--- config.mk ---
export PLATFORM = sky130hd
export DESIGN_NAME = mem_access_ctrl
export DESIGN_NICKNAME = d
export VERILOG_FILES = /design/src/rtl/mem_access_ctrl.sv
export SDC_FILE = /design/constraint.sdc
export NUM_CORES = 1
export LEC_CHECK = 0
export CAP_MARGIN = 20
export CORE_ASPECT_RATIO = 0.6
export CORE_MARGIN = 2
export CORE_UTILIZATION = 41
export DETAILED_ROUTE_END_ITERATION = 7
export PLACE_DENSITY_LB_ADDON = 0.12
export SLEW_MARGIN = 40
export SYNTH_ARGS = -nofsm -noshare
export SYNTH_HDL_FRONTEND = slang
export SYNTH_SLANG_ARGS = --single-unit
--- constraint.sdc ---
create_clock -name clk -period 3.5 [get_ports clk]
set_input_delay 0.35 -clock clk [delete_from_list [all_inputs] [get_ports clk]]
set_output_delay 0.35 -clock clk [all_outputs]
set_load 0.02 [all_outputs]
--- src/rtl/mem_access_ctrl.sv ---
// Data-memory access controller: checks alignment, issues one word-wide request,
// extracts and extends the load lane, and reports misalignment or ack timeout.
module mem_access_ctrl #(
    parameter int unsigned TIMEOUT_CYCLES = 255
) (
    input  logic        clk,
    input  logic        reset,
    input  logic [3:0]  read_write,
    input  logic [31:0] addr,
    input  logic [31:0] store_data,
    output logic        busywait,
    output logic [31:0] load_data,
    output logic        fault_misaligned,
    output logic        fault_timeout,
    output logic        mem_req,
    output logic        mem_we,
    output logic [31:0] mem_addr,
    output logic [31:0] mem_wdata,
    output logic [3:0]  mem_be,
    input  logic        mem_ack,
    input  logic [31:0] mem_rdata
);

    localparam int unsigned CNT_W = 16;
    localparam logic [CNT_W-1:0] CNT_LAST = CNT_W'(TIMEOUT_CYCLES - 1);

    localparam logic [1:0] OP_NONE  = 2'b00;
    localparam logic [1:0] OP_STORE = 2'b01;
    localparam logic [1:0] OP_LDS   = 2'b10;
    localparam logic [1:0] SZ_BYTE  = 2'b00;
    localparam logic [1:0] SZ_HALF  = 2'b01;
    localparam logic [1:0] SZ_WORD  = 2'b10;
    localparam logic [1:0] SZ_ILL   = 2'b11;

    typedef enum logic [1:0] {S_IDLE, S_REQ, S_DONE} state_t;

    state_t           state_q, state_d;
    logic [CNT_W-1:0] cnt_q, cnt_d;
    logic             mem_req_q, mem_req_d;
    logic             mem_we_q, mem_we_d;
    logic [31:0]      mem_addr_q, mem_addr_d;
    logic [31:0]      mem_wdata_q, mem_wdata_d;
    logic [3:0]       mem_be_q, mem_be_d;
    logic [31:0]      load_q, load_d;
    logic             fm_q, fm_d;
    logic             ft_q, ft_d;
    logic [1:0]       size_q, size_d;
    logic [1:0]       off_q, off_d;
    logic             sign_q, sign_d;

    logic [1:0]       op_c, size_c;
    logic             misaligned_c;
    logic [3:0]       be_c;
    logic [31:0]      wdata_c;
    logic [7:0]       byte_c;
    logic [15:0]      half_c;
    logic [31:0]      lane_c;

    assign op_c   = read_write[3:2];
    assign size_c = read_write[1:0];

    // Request decode from the live EX/MEM inputs; only consumed while idle.
    always_comb begin
        misaligned_c = 1'b0;
        be_c         = 4'b0000;
        wdata_c      = '0;
        case (size_c)
            SZ_BYTE: begin
                be_c    = 4'b0001 << addr[1:0];
                wdata_c = {4{store_data[7:0]}};
            end
            SZ_HALF: begin
                misaligned_c = addr[0];
                be_c         = addr[1] ? 4'b1100 : 4'b0011;
                wdata_c      = {2{store_data[15:0]}};
            end
            SZ_WORD: begin
                misaligned_c = (addr[1:0] != 2'b00);
                be_c         = 4'b1111;
                wdata_c      = store_data;
            end
            SZ_ILL:  misaligned_c = 1'b1;
            default: misaligned_c = 1'b1;
        endcase
        if (op_c != OP_STORE) begin
            wdata_c = '0;
        end
    end

    // Load lane selection by the byte offset captured at request time.
    assign byte_c = mem_rdata[{off_q, 3'b000} +: 8];
    assign half_c = mem_rdata[{off_q[1], 4'b0000} +: 16];

    always_comb begin
        case (size_q)
            SZ_BYTE: lane_c = {{24{sign_q & byte_c[7]}}, byte_c};
            SZ_HALF: lane_c = {{16{sign_q & half_c[15]}}, half_c};
            default: lane_c = mem_rdata;
        endcase
    end

    always_comb begin
        state_d     = state_q;
        cnt_d       = cnt_q;
        mem_req_d   = mem_req_q;
        mem_we_d    = mem_we_q;
        mem_addr_d  = mem_addr_q;
        mem_wdata_d = mem_wdata_q;
        mem_be_d    = mem_be_q;
        load_d      = load_q;
        fm_d        = fm_q;
        ft_d        = ft_q;
        size_d      = size_q;
        off_d       = off_q;
        sign_d      = sign_q;
        case (state_q)
            S_IDLE: begin
                if (op_c != OP_NONE) begin
                    if (misaligned_c) begin
                        state_d = S_DONE;
                        fm_d    = 1'b1;
                        load_d  = '0;
                    end else begin
                        state_d     = S_REQ;
                        cnt_d       = '0;
                        mem_req_d   = 1'b1;
                        mem_we_d    = (op_c == OP_STORE);
                        mem_addr_d  = {addr[31:2], 2'b00};
                        mem_wdata_d = wdata_c;
                        mem_be_d    = be_c;
                        size_d      = size_c;
                        off_d       = addr[1:0];
                        sign_d      = (op_c == OP_LDS);
                    end
                end
            end
            S_REQ: begin
                // An ack on the final allowed cycle still wins over the timeout.
                if (mem_ack || cnt_q == CNT_LAST) begin
                    state_d     = S_DONE;
                    mem_req_d   = 1'b0;
                    mem_we_d    = 1'b0;
                    mem_addr_d  = '0;
                    mem_wdata_d = '0;
                    mem_be_d    = '0;
                    if (mem_ack) begin
                        load_d = mem_we_q ? 32'h0 : lane_c;
                    end else begin
                        load_d = '0;
                        ft_d   = 1'b1;
                    end
                end else begin
                    cnt_d = cnt_q + CNT_W'(1);
                end
            end
            S_DONE: begin
                state_d = S_IDLE;
                load_d  = '0;
                fm_d    = 1'b0;
                ft_d    = 1'b0;
            end
            default: state_d = S_IDLE;
        endcase
    end

    always_ff @(posedge clk or posedge reset) begin
        if (reset) begin
            state_q     <= S_IDLE;
            cnt_q       <= '0;
            mem_req_q   <= 1'b0;
            mem_we_q    <= 1'b0;
            mem_addr_q  <= '0;
            mem_wdata_q <= '0;
            mem_be_q    <= '0;
            load_q      <= '0;
            fm_q        <= 1'b0;
            ft_q        <= 1'b0;
            size_q      <= SZ_WORD;
            off_q       <= 2'b00;
            sign_q      <= 1'b0;
        end else begin
            state_q     <= state_d;
            cnt_q       <= cnt_d;
            mem_req_q   <= mem_req_d;
            mem_we_q    <= mem_we_d;
            mem_addr_q  <= mem_addr_d;
            mem_wdata_q <= mem_wdata_d;
            mem_be_q    <= mem_be_d;
            load_q      <= load_d;
            fm_q        <= fm_d;
            ft_q        <= ft_d;
            size_q      <= size_d;
            off_q       <= off_d;
            sign_q      <= sign_d;
        end
    end

    // Stall is immediate on a new request so the pipeline never advances past it.
    assign busywait = !reset &&
                      ((state_q == S_IDLE && op_c != OP_NONE) || state_q == S_REQ);

    assign mem_req          = mem_req_q;
    assign mem_we           = mem_we_q;
    assign mem_addr         = mem_addr_q;
    assign mem_wdata        = mem_wdata_q;
    assign mem_be           = mem_be_q;
    assign load_data        = load_q;
    assign fault_misaligned = fm_q;
    assign fault_timeout    = ft_q;

endmodule

==> metrics.txt <==
FMAX 0.382 GHz; DIE AREA 15,500 sq um; CTS tree yes; register area 3130 sq um; Pre-Repair DR Iteration Count 5; initial antenna violation count 0; met1 usage 38.3%; maximum number of pins on one net before global-route repair 126; core area between 10,000 and 15,000 sq um; GPL Wtd Cong 0.859; register bit count reported by yosys 125; layout cell share with drive strength beyond 1 8.30%; port bufs just over 200; Post-synth ARST share 100%; adder and majority gate portion of the synthesized area 0.420%; htree depth 4; Crit path arrival time 2.90 ns; critical-path maximum fanout 43; Die X 160 um; setup total negative slack 0 ns; Diodes inserted 0; commonest non-fill, non-tap cells in the layout 205 x clkdlybuf4s50_1, 124 x dfrtp_1, 55 x a22o_1; cell area power density about 770 nW/um^2; post-synthesis mux area share between 8 and 9%; placed insts 937; Final Power 0.00682 W; CP required between 3 and 4 ns; Root Driver clkbuf_16; busiest layer in global routing met1; max_slew headroom 43.3%; CP endpoint kind flip-flop; GR Overflow Total 0; RSZ-0062 raised after global routing false; clk slew on worst S/H paths around 0.060 ns; row cnt 34; number of fill cells 1,179; Post-CTS Hold Buffers 0; CTS max path bufs 2; Main synth FF type dfrtp_1; Layout area overhead 49.0%; Leak 3.76 nW; largest family of logic cells by synthesized area compound AO/OA/AOI/OAI gates; Setup Skew between 0.01 and 0.015 ns; met2 global-route usage 33.5%; crit path kind flip-flop to flip-flop; post-DR wirelength/cell 19.2 um; Post-Synth XOR/XNOR Area less than 1%; post-CTS resize count 0; DRC 0; Avg Cell Area, Syn 10.7 sq um; Final Hold Fails 0; Antenna Violating Nets Remaining 0; netlist area before placement 5960 sq um; worst hold margin 0.491 ns; clk sink count 125; number of flops mapped to enable cells by yosys 0; Yosys cell types 52; io pins approximately 210; Max VDD drop between 400 and 500 uV; total track usage 24.4%; Syn Inst Count 555; routed wire length 18,600 um; crit start category flip-flop; max-cap violations 0; commonest non-fill, non-tap cell in the layout clkdlybuf4s50_1; max-slew violations 0; worst-margin pin slew about 0.85 ns; minimum clock period 2.62 ns; initial core utilization 41.6%; clock buffers created by TritonCTS 17; hpwl dp ~14,000 um; nets 863; Synth Warn # 0; first-pass GRT wire length roughly 30,000 um; Die Y 97.4 um; Hold Path Class flip-flop to flip-flop; Worst-Skew Late Latency 0.41 ns; fin cells between 900 and 1,000; postcts setup bufs 0; post-synthesis compound-gate area fraction 21.4%; sequential share of the synthesized area 52.5%; status finished clean; GRT met3 Usage under 10%; number of global-route vias before repair around 5,100; Final Setup Violations 0; via count roughly 5,300; Simple-Gate Fraction of Synth Area 13.5%; Tcrit/Tclk final between 70% and 80%; multi-input logic area 2640 sq um; initial drt markers 437; vias per cell 5.43
-- layer usage --
layer | wire length, um | vias up
met1 | 9280 | 2586
met3 | 1220 | 11
met5 | 0 | -
met2 | 7930 | 206
li1 | - | 2457
met4 | 150 | 0
-- Yosys cell counts, drive strengths merged, types with 3 or more instances --
master | number | area [sq um]
a32o | 9 | 90.1
nand3 | 5 | 25.0
a21oi | 36 | 180
a22o | 55 | 482
nor4 | 3 | 33.8
clkbuf | 28 | 105
nor3 | 5 | 25.0
buf | 8 | 45.0
nor3b | 3 | 22.5
o31ai | 4 | 30.0
or3 | 9 | 56.3
nor2 | 17 | 63.8
nor2b | 15 | 93.8
nand4 | 5 | 31.3
o211ai | 8 | 60.1
nand2b | 29 | 181
o2bb2ai | 14 | 123
mux2 | 16 | 180
mux2i | 29 | 290
inv | 19 | 71.3
o21ai | 38 | 190
dfrtp | 124 | 3100
or4 | 4 | 30.0
nand2 | 41 | 154
-- final cells by class --
cell class / instances / area share [%]
flip-flops and latches: 125 / 35.2
multi-input cells: 376 / 29.8
clock buffers: 18 / 4.83
well taps: 198 / 2.79
clock inverters: 14 / 1.79
inverters: 19 / 0.846
repair buffers: 219 / 24.7
-- logic make-up (layout without fill, tap and decap cells) --
family,after synthesis,count (layout)
flip-flops,125,125
AND/OR/NAND/NOR,147,147
XOR/XNOR,1,1
other,1,2
AO/OA/AOI/OAI,178,178
adder cells (fa/ha/maj),2,2
multiplexers,46,46
buffers and inverters,55,270
-- flip-flops by register name, summed over array words and instances, names as in the netlist --
register / cells
fault_timeout: 1
size_q: 2
sign_q: 1
off_q: 2
mem_wdata: 32
mem_we: 1
cnt_q: 16
fault_misaligned: 1
load_data: 32
mem_addr: 30
mem_be: 4
state_q: 2
mem_req: 1
-- worst max-delay path, cell delays in order (launching register included) --
cell and delay [ns]:
dfrtp_1 0.43, or4b_1 0.63, nor4_4 0.57, o21ai_4 0.31
buf_12 0.27, a22o_1 0.25
-- worst paths after layout --
path                                    from            end  slack (ns)  cells after the start
worst min-delay path            load_data[1]   load_data[1]        0.49                      1
max in group asynchronous              reset      cnt_q[11]        2.33                      3
worst max-delay path               cnt_q[10]    mem_addr[7]        0.88                      5
min in group asynchronous              reset  load_data[14]        0.57                      3
worst min register to register  load_data[1]   load_data[1]        0.49                      1
worst max register to register     cnt_q[10]    mem_addr[7]        0.88                      5
-- report_power, final --
group | internal, W | switching, W
Clock | 0.00106 | 0.000676
Combinational | 0.00136 | 0.00146
Sequential | 0.00188 | 0.000384
Total | 0.00430 | 0.00252
-- per-stage QoR --
stage | util, % | setup slack [ns] | instance area (sq um)
finish | 61.9 | 0.884 | 8880
global route | 61.9 | 0.795 | 8880
CTS | 61.9 | 0.871 | 8880
detailed placement | 57.8 | 0.760 | 8290
global placement | 57.8 | 0.887 | 8290
floorplan | - | 0.376 | 5970
(Power assumes the default switching activity.)
